`src/rtl/multi_step_op_handler.sv`:
```
// Multi-step motion op sequencer: runs N sub-steps of a sqrt/motors
// handshake followed by a position update, with a watchdog and an abort path.
//
// Ports:
//   clk, reset        : clock, synchronous active-high reset
//   clk_en            : clock enable for every piece of state
//   trigger           : start op (taken in IDLE when sqrt_rdy is high)
//   num_steps         : sub-step count, latched on accept
//   sqrt_every_step   : 1 = sqrt before every step, 0 = first step only
//   abort             : cancel the running op
//   sqrt_done/_rdy    : sqrt unit result valid / ready for trigger
//   motors_done/_rdy  : motors move finished / ready for trigger
//   sqrt_trigger      : sqrt start level
//   motors_trigger    : motors start level
//   update_pos        : one-state pulse committing the current step
//   step_idx          : 0-based index of the current step
//   done, rdy         : idle-or-finished / accepts trigger
//   err, aborted      : sticky watchdog-expired / aborted flags
module multi_step_op_handler #(
    parameter int STEP_W         = 16,
    parameter int TIMEOUT_CYCLES = 1000000
) (
    input  logic              clk,
    input  logic              reset,
    input  logic              clk_en,
    input  logic              trigger,
    input  logic [STEP_W-1:0] num_steps,
    input  logic              sqrt_every_step,
    input  logic              abort,
    input  logic              sqrt_done,
    input  logic              sqrt_rdy,
    input  logic              motors_done,
    input  logic              motors_rdy,
    output logic              sqrt_trigger,
    output logic              motors_trigger,
    output logic              update_pos,
    output logic [STEP_W-1:0] step_idx,
    output logic              done,
    output logic              rdy,
    output logic              err,
    output logic              aborted
);

    // A zero timeout still gets a 1-bit counter so the declaration stays legal.
    localparam int CW = (TIMEOUT_CYCLES > 0) ? $clog2(TIMEOUT_CYCLES + 1) : 1;
    localparam bit WD_ON = (TIMEOUT_CYCLES > 0);
    localparam logic [CW-1:0] WD_MAX =
        (TIMEOUT_CYCLES > 0) ? CW'(TIMEOUT_CYCLES - 1) : '0;

    typedef enum logic [2:0] {
        S_IDLE,
        S_TRIG_SQRT,
        S_WAIT_SQRT,
        S_WAIT_MRDY,
        S_TRIG_MOT,
        S_WAIT_MOT,
        S_UPDATE,
        S_DONE
    } state_t;

    state_t            state_q, state_d;
    logic [STEP_W-1:0] step_q, step_d;
    logic [STEP_W-1:0] n_q, n_d;
    logic              every_q, every_d;
    logic [CW-1:0]     wd_q, wd_d;
    logic              err_q, err_d;
    logic              aborted_q, aborted_d;

    logic busy;
    logic in_wait;
    logic wd_hit;
    logic last_step;

    assign busy      = (state_q != S_IDLE) && (state_q != S_DONE);
    assign in_wait   = (state_q == S_WAIT_SQRT) ||
                       (state_q == S_WAIT_MRDY) ||
                       (state_q == S_WAIT_MOT);
    assign wd_hit    = WD_ON && (wd_q == WD_MAX);
    assign last_step = (step_q == (n_q - 1'b1));

    always_comb begin
        state_d   = state_q;
        step_d    = step_q;
        n_d       = n_q;
        every_d   = every_q;
        err_d     = err_q;
        aborted_d = aborted_q;

        if (busy && abort) begin
            // Abort beats both the normal exit and the watchdog;
            // step_idx is left alone so the stopping point stays visible.
            state_d   = S_DONE;
            aborted_d = 1'b1;
        end else begin
            unique case (state_q)
                S_IDLE: begin
                    if (trigger && sqrt_rdy) begin
                        n_d       = num_steps;
                        every_d   = sqrt_every_step;
                        step_d    = '0;
                        err_d     = 1'b0;
                        aborted_d = 1'b0;
                        state_d   = (num_steps == '0) ? S_DONE : S_TRIG_SQRT;
                    end
                end
                S_TRIG_SQRT: begin
                    if (!sqrt_rdy) begin
                        state_d = S_WAIT_SQRT;
                    end
                end
                S_WAIT_SQRT: begin
                    if (sqrt_done && motors_rdy) begin
                        state_d = S_TRIG_MOT;
                    end else if (wd_hit) begin
                        state_d = S_DONE;
                        err_d   = 1'b1;
                    end
                end
                S_WAIT_MRDY: begin
                    if (motors_rdy) begin
                        state_d = S_TRIG_MOT;
                    end else if (wd_hit) begin
                        state_d = S_DONE;
                        err_d   = 1'b1;
                    end
                end
                S_TRIG_MOT: begin
                    if (!motors_rdy) begin
                        state_d = S_WAIT_MOT;
                    end
                end
                S_WAIT_MOT: begin
                    if (motors_done) begin
                        state_d = S_UPDATE;
                    end else if (wd_hit) begin
                        state_d = S_DONE;
                        err_d   = 1'b1;
                    end
                end
                S_UPDATE: begin
                    if (last_step) begin
                        state_d = S_DONE;
                    end else begin
                        step_d  = step_q + 1'b1;
                        state_d = every_q ? S_TRIG_SQRT : S_WAIT_MRDY;
                    end
                end
                S_DONE: begin
                    state_d = S_IDLE;
                end
                default: begin
                    state_d = S_IDLE;
                end
            endcase
        end
    end

    // Watchdog restarts on every state change and only runs in wait states.
    always_comb begin
        wd_d = '0;
        if ((state_d == state_q) && in_wait) begin
            wd_d = wd_q + 1'b1;
        end
    end

    always_ff @(posedge clk) begin
        if (reset) begin
            state_q   <= S_IDLE;
            step_q    <= '0;
            n_q       <= '0;
            every_q   <= 1'b0;
            wd_q      <= '0;
            err_q     <= 1'b0;
            aborted_q <= 1'b0;
        end else if (clk_en) begin
            state_q   <= state_d;
            step_q    <= step_d;
            n_q       <= n_d;
            every_q   <= every_d;
            wd_q      <= wd_d;
            err_q     <= err_d;
            aborted_q <= aborted_d;
        end
    end

    assign sqrt_trigger   = (state_q == S_TRIG_SQRT);
    assign motors_trigger = (state_q == S_TRIG_MOT);
    assign update_pos     = (state_q == S_UPDATE);
    assign done           = (state_q == S_IDLE) || (state_q == S_DONE);
    assign rdy            = (state_q == S_IDLE);
    assign step_idx       = step_q;
    assign err            = err_q;
    assign aborted        = aborted_q;

endmodule

```
`config.mk`:
```
export PLATFORM = sky130hd
export DESIGN_NAME = multi_step_op_handler
export DESIGN_NICKNAME = d
export VERILOG_FILES = /design/src/rtl/multi_step_op_handler.sv
export SDC_FILE = /design/constraint.sdc
export NUM_CORES = 1
export LEC_CHECK = 0
export BUFFER_PORTS_ARGS = -buffer_cell sky130_fd_sc_hd__buf_2
export CAP_MARGIN = 20
export CORE_MARGIN = 1
export CORE_UTILIZATION = 40
export DETAILED_ROUTE_END_ITERATION = 7
export GPL_TIMING_DRIVEN = 0
export HOLD_SLACK_MARGIN = 0.02
export PLACE_DENSITY = 0.72
export SYNTH_ARGS = -nofsm -noshare
export SYNTH_HDL_FRONTEND = slang
export SYNTH_SLANG_ARGS = --single-unit
```
`constraint.sdc`:
```
create_clock -name clk -period 3 [get_ports clk]
set_clock_uncertainty 0.05 [all_clocks]
set_input_delay 0.15 -clock clk [delete_from_list [all_inputs] [get_ports clk]]
set_output_delay 0.15 -clock clk [all_outputs]
set_load 0.01 [all_outputs]
```
* Yosys cells after proc, flatten, opt, wreduce, memory -nomap -nowiden
Cells that the tools add are included.
** Cells by class
- Equal/unequal tests :: 16
- Reductions and logical operators :: 19
- Mux-type cells :: 24
- Bitwise gates (word level) :: 1
- Add/subtract/negate cells :: 3
** Operator list (count)
- two-way mux 16 bit :: 2
- one-hot mux 16 bit (2 select lines) :: 1
- two-way mux 3 bit :: 10
- one-hot mux 3 bit (8 select lines) :: 1
- adder 20 x 1 -> 20 bit (second input constant) :: 1
- == test 20 bit (second input constant) :: 1
- two-way mux 20 bit :: 1
- adder 16 x 1 -> 16 bit (second input constant) :: 1
- == test 16 bit :: 1
- logical NOT 16 bit :: 1
- subtractor 16 x 1 -> 16 bit (second input constant) :: 1
- == test 3 bit (second input constant) :: 4
- inequality test 2 bit (second input constant) :: 4
- two-way mux 1 bit :: 7
- AND reduction 7 bit :: 1
- == test 3 x 2 -> 1 bit (second input constant) :: 2
- nonzero test 2 bit :: 3
- logical AND 1 bit :: 5
- AND reduction 5 bit :: 1
- one-hot mux 1 bit (4 select lines) :: 1
- AND reduction 4 bit :: 1
- nonzero test 4 bit :: 1
- == test 3 x 1 -> 1 bit (second input constant) :: 1
- == test 3 bit :: 1
- other kinds (8) :: 10
** Storage, ports and cells
- Register bits :: 58
- Output and inout bits :: 23
- Logic and storage cells :: 70
- Input port bits :: 26

* Logic depth before layout (Yosys ltp)
Gate-level depths: netlist of the first run.
- Depth after elaboration :: 8
- Mapped depth :: 10
- Depth with buffers taken out :: 10

* Worst setup path before layout of the first run
Ideal clock, no wire load.
- Kind :: register to register
- Start :: reg n_q[0]
- End :: reg step_q[6] (netlist: step_idx[6])
- Path buffers :: 1
- Library setup time :: 0.071 ns
- Cell stages (with the launch flop) :: 10
- Data required time :: 2.879 ns
- Arrival time :: 2.792 ns
- Clock period less this slack :: 2.912 ns
- Path slack :: 0.088 ns
- Cell sequence :: dfxtp_1 > or4_1 > buf_2 > o41a_1 > a211o_1 > o211ai_2 > a2111oi_4 > or4_4 > or3_1 > a21oi_1
** Between the ends
- Longest elaborated chain between the ends :: 4
** Ends and longest elaborated chain
- from (decl) :: RTL line 63 : logic [STEP_W-1:0] n_q, n_d;
- from (signal assigned) :: RTL line 178 : n_q <= n_d;
- subtractor 16 x 1 -> 16 bit :: RTL line 79 : assign last_step = (step_q == (n_q - 1'b1));
- == test 16 bit :: RTL line 79
- inequality test 2 bit (no source line)
- AND reduction 5 bit (no source line)
- to (signal assigned) :: RTL line 177 : step_q <= step_d;
- to (decl) :: RTL line 62 : logic [STEP_W-1:0] step_q, step_d;
Every way passes these cells.
A chain may end at the register's enable or synchronous reset.

* Final worst setup path of the first run
- Start :: reg n_q[1]
- End :: reg step_q[6] (netlist: step_idx[6])
The elaborated chain is that of the path after synthesis.

==> impl_metrics.csv, run 1 <==
group,metric,value,unit
layout,fin_cells,612,
power,ir_worst_vdd,0.4246,mV
critical_path,r2r_cells,9,
global_routing,first_global_vias,3119,
critical_path,startpoint,"n_q[1]",
layout,fin_nets,534,
power,power_density,463.8,nW/µm²
power,p_leak,0.001636,µW
yosys,synth_cells,420,
critical_path,worst-path-max-fanout,7,
sta,maxSlewViolCount,0,
sta,finalSetupViolCount,2,
critical_path,worstSetupPathType,"reg2reg",
global_routing,grt_overflow,0,
sta,relSlewSlack,62.62,%
routing,drc,0,
place,io_buffers,47,
status,status,"finished with violations",
sta,hold_ws,0.06091,ns
critical_path,worstPathRequired,3.22,ns
cts,numCtsBuffers,9,
critical_path,arrival,3.27,ns
sta,worstMarginPinSlew,0.5586,ns
yosys,ys_ff_latch,58,
critical_path,startpoint_type,"flip-flop",
floorplanning,die-area,8584,µm²
sta,timing.final.ws_setup,-0.05165,ns
routing,dr.pass1.iters,4,
global_routing,track_usage,20.98,%
yosys,syn-num-nets,449,
yosys,yosysSeqAreaShare,35.33,%
sta,fmax,327.7,MHz
yosys,synth_edf_count,0,
critical_path,r2r-end,"step_idx[6]",
yosys,async_flop_share,0,%
routing,wl,8.823,mm
place,placed_area,3650,µm²
critical_path,endpoint_kind,"flip-flop",
floorplanning,core,7848,µm²
floorplanning,die_x,92.65,µm
floorplanning,pin_count,49,
yosys,synth.most_common_cell,"nor2_1",
sta,final.setup.tns,-0.06699,ns
yosys,yosys.area.top_type,"dfxtp_1",
floorplanning,floorplan.rows,32,
yosys,synthTopCellsByArea,"dfxtp_1 (35%), xnor2_1 (7.2%), nor2_1 (6.7%)",
cts,clock_path_buffers,2,
yosys,synth_top_area_share,35.33,%
sta,finalCritPeriodShare,101.7,%
floorplanning,start_util,41.88,%
cts,insertion_delay,0.34,ns
cts,cts_tree,"done",
worst_hold_path,hp-class,"in2reg",
routing,detail_route.wl_per_cell,14.42,µm
cts,path_clk_slew,0.07,ns
layout,antenna_cells,0,
run,maxCapViolCount,0,
place,place_inst,569,
cts,numClockSinks,58,
critical_path,reg2reg_from,"n_q[1]",
cts,htreeDepth,3,
cts,cts_root_buffer,"clkbuf_8",
floorplanning,fp.dieH,92.65,µm
layout,layout-drive-gt1-share,19.61,%
global_routing,grt_first_pass_wirelength,14.28,mm
layout,area_growth,28.85,%
global_routing,grt_max_degree,11,
sta,min_period,3.052,ns
yosys,synthFlopType,"dfxtp_1",
yosys,synthesis.area,3287,µm²
yosys,yosysWarnings,0,
layout,fin_area,4235,µm²
routing,vias,3302,
global_routing,antenna_found_initial,0,
yosys,synth.top_cells.by_count,"nor2_1 (59), dfxtp_1 (58), nand2_1 (53), a21oi_1 (29), xnor2_1 (27)",
yosys,ys_types,55,
place,gp_congestion,0.9068,
critical_path,endpoint,"step_idx[6]",
routing,drtAntennaViolNets,0,
layout,final_core_util,53.97,%
place,dp_hpwl,6.064,mm
yosys,syn_area_per_cell,7.826,µm²
status,violations,"negative setup slack",
critical_path,reg2reg_slack,-0.05,ns
routing,drtIter0Drc,98,
layout,n_fill_cell,754,
routing,vias_per_cell,5.395,
sta,rsz0062_at_grt,"true",
sta,finalHoldViolations,0,
## per-layer routing
layer / up-vias / GRT usage [%] / routed length, µm
met4: 0 / 5.256 / 97
met5: - / 0 / 0
li1: 1647 / - / -
met2: 83 / 38.40 / 4580
met1: 1559 / 23.45 / 3679
met3: 13 / 6.568 / 465
## area by class of cell
class                   count  area [µm²]  share of cell area (%)
repair buffers             76       505.5                   11.94
clock buffers              12       165.2                   3.900
plain buffers              13       48.80                   1.152
inverters                  13       48.80                   1.152
flip-flops and latches     58        1167                   27.56
clock inverters             4       72.57                   1.713
well taps                 102       127.6                   3.013
multi-input cells         334        2100                   49.57
## what timing repair did
action | 4_1_cts | 5_1_grt
gates resized for setup | 12 | 10
pin swaps | 6 | 15
setup endpoints to repair | 10 | 15
hold buffers | 15 | 1
buffers inserted | 7 | 6
endpoints found under the hold margin | 15 | 1
## sequential cells by signal, indices dropped and copies added (netlist names)
register and count:
err 1, wd_q 20, every_q 1, step_idx 16, state_q 3, n_q 16, aborted 1
## critical path: stages, from the launching register on
cell       delay, ns
dfxtp_2         0.34
or4_4           0.60
o41a_1          0.34
a211o_1         0.24
o211ai_2        0.09
a2111oi_4       0.13
buf_4           0.15
or4_4           0.55
or3_4           0.35
a21oi_2         0.15
## metrics by stage
stage	power [µW]	worst slack, ns
floorplan	999.6	0.08773
global placement	1065	-0.06605
detailed placement	1070	-0.1199
CTS	1950	0.006720
global route	2046	-0.1494
finish	1964	-0.05165
## cells by family after synthesis
family | Yosys count | share of synthesized area, %
multiplexers | 2 | 0.6471
flip-flops | 58 | 35.33
AO/OA/AOI/OAI | 71 | 14.77
buffers and inverters | 28 | 3.236
XOR/XNOR | 47 | 12.52
AND/OR/NAND/NOR | 211 | 32.36
adder cells (fa/ha/maj) | 3 | 1.142
## cells in the final DEF, fill, tap and decap left out, types with 4 or more instances in the layout
cell            n
nor3b_1         4
clkbuf_8       12
xor2_1         20
nor2b_1         7
nor3_1         11
nand3b_1        4
clkbuf_1       13
a21oi_1        28
dlygate4sd3_1  16
inv_1          13
o21ai_0        10
nor4_1          9
nand4_1         6
dfxtp_1        55
nand2_1        53
xnor2_1        27
buf_2          47
nand2b_1        4
nor2_1         59
or3_1           6
nand3_1        18
and3_1          6
buf_4          12
## worst min-delay path by stage
stage	from	slack, ns	depth (start not counted)	to
finish	num_steps[5]	0.06	3	n_q[5]
global route	num_steps[5]	0.05	3	n_q[5]
CTS	num_steps[1]	0.02	3	n_q[1]
detailed placement	sqrt_every_step	0.36	3	every_q
global placement	sqrt_every_step	0.34	3	every_q
floorplan	sqrt_every_step	0.24	2	every_q
## report_power, final
part	total (µW)	leakage, µW	switching [µW]	internal [µW]
combinational	316	0.00105	172	144
sequential	799	0.000470	16.1	782
clock	849	0.000119	315	534
total	1960	0.00164	504	1460
Power figures use the tool's default switching activity.
==> run 2: changes to the inputs <==
Settings changed: RECOVER_POWER set to 25.
==> run 2 against run 1 <==
- the run still ends with negative setup slack left
- fmax down 0.16%
- largest power group unchanged
- sequential share of layout area up 0.14 points
- critical path depth unchanged
- core utilization down 0.27 points
- cell area down 0.50%
- first-iteration DRC count down 1.0%
- cell count unchanged
- critical path type unchanged
- power about the same
- highest routed layer unchanged
==> impl_metrics.csv, run 2 (same netlist as run 1, synthesis figures left out) <==
group,metric,value,unit
status,status,"finished with violations",
status,violations,"negative setup slack",
layout,regMostFlops,"wd_q",
critical_path,arrival,3.28,ns
sta,fmax,327.2,MHz
global_routing,grt_first_pass_wirelength,14.28,mm
critical_path,worstPathRequired,3.22,ns
layout,fin_cells,612,
layout,multi_input_area,2100,µm²
sta,timing.final.ws_setup,-0.05653,ns
layout,fin_area,4214,µm²
power,p_leak,0.001561,µW
floorplanning,die_x,92.65,µm
layout,n_fill_cell,763,
layout,antenna_cells,0,
critical_path,startpoint_type,"flip-flop",
layout,largest_reg_flops,20,
sta,rsz0062_at_grt,"true",
cts,insertion_delay,0.34,ns
global_routing,first_global_vias,3119,
place,gp_congestion,0.9068,
sta,finalHoldViolations,0,
sta,finalCritPeriodShare,101.9,%
sta,relSlewSlack,63.01,%
routing,vias_per_cell,5.413,
routing,drtAntennaViolNets,0,
layout,final_common_cell,"nor2_1",
cts,path_clk_slew,0.07,ns
cts,numClockSinks,58,
sta,finalSetupViolCount,2,
place,place_inst,569,
layout,layout-drive-gt1-share,16.27,%
critical_path,endpoint_kind,"flip-flop",
cts,numCtsBuffers,9,
global_routing,grt_max_degree,11,
layout,seqCellArea,1167,µm²
place,placed_area,3650,µm²
routing,drtIter0Drc,97,
floorplanning,pin_count,49,
global_routing,grt_overflow,0,
sta,hold_ws,0.06186,ns
layout,final_cell_mix,"nor2_1 (59), dfxtp_1 (55), nand2_1 (53)",
run,maxCapViolCount,0,
routing,wl,8.852,mm
sta,min_period,3.057,ns
global_routing,antenna_found_initial,0,
sta,worstMarginPinSlew,0.5528,ns
floorplanning,core,7848,µm²
global_routing,track_usage,20.98,%
critical_path,worstSetupPathType,"reg2reg",
cts,htreeDepth,3,
floorplanning,die-area,8584,µm²
critical_path,worst-path-max-fanout,7,
cts,clock_path_buffers,2,
power,ir_worst_vdd,0.4246,mV
layout,final_core_util,53.70,%
place,dp_hpwl,6.064,mm
routing,vias,3313,
power,power_density,466.2,nW/µm²
floorplanning,floorplan.rows,32,
worst_hold_path,hp-class,"in2reg",
layout,fin_nets,534,
floorplanning,start_util,41.88,%
routing,dr.pass1.iters,5,
place,io_buffers,47,
routing,drc,0,
routing,detail_route.wl_per_cell,14.46,µm
floorplanning,fp.dieH,92.65,µm
sta,maxSlewViolCount,0,
cts,cts_tree,"done",
layout,area_growth,28.21,%
cts,cts_root_buffer,"clkbuf_8",
-- run 2: changes by cell type in the layout (fill, tap and decap cells not counted), sizes merged --
cell | before | now
buf | 60 | 43
clkbuf | 25 | 42
-- run 2: layout make-up --
cell class	count	share of cell area, %
Timing Repair Buffer	76	11.49
Inverter	13	1.158
Clock inverter	4	1.722
Buffer	13	1.158
Multi-Input combinational cell	334	49.82
Clock buffer	12	3.919
Sequential cell	58	27.70
Tap cell	102	3.028
-- run 2: timing repair --
item | in CTS | in global routing
buffers inserted | 7 | 6
hold buffers | 15 | 1
resized for setup | 12 | 10
endpoints found under the hold margin | 15 | 1
endpoints found under the setup margin | 10 | 15
pin swaps | 6 | 15
-- run 2: worst max-delay path, stage by stage, from the launching register on --
cell	delay, ns
dfxtp_2	0.34
or4_4	0.61
o41a_1	0.34
a211o_1	0.24
o211ai_2	0.09
a2111oi_4	0.13
buf_4	0.15
or4_4	0.55
or3_4	0.35
a21oi_2	0.15
-- run 2: path summary, 6_finish.rpt --
kind                                   start     endpoint  slack (ns)  cells after the start
worst max-delay path                  n_q[1]  step_idx[6]       -0.06                      9
worst min-delay path            num_steps[5]       n_q[5]        0.06                      3
worst max register to register        n_q[1]  step_idx[6]       -0.06                      9
worst min register to register       every_q      every_q        0.43                      2
-- run 2: layer usage --
metal,global-route usage (%),wire length (µm),up-vias
met5,0,0,-
met4,5.256,113,0
met3,6.568,518,15
met2,38.40,4550,96
met1,23.45,3670,1553
li1,-,-,1649
-- run 2: per-stage QoR --
step                setup TNS, ns  setup slack [ns]  power, µW
floorplan                       0           0.08773      999.6
global placement          -0.3048          -0.06605       1065
detailed placement        -0.5192           -0.1199       1070
CTS                             0          0.006720       1950
global route               -1.169           -0.1494       2046
finish                   -0.08685          -0.05653       1965
-- run 2: report_power, final --
group | total (µW) | switching (µW) | internal, µW
Combinational | 316 | 173 | 144
Sequential | 799 | 16.3 | 782
Clock | 850 | 316 | 534
Total | 1960 | 504 | 1460
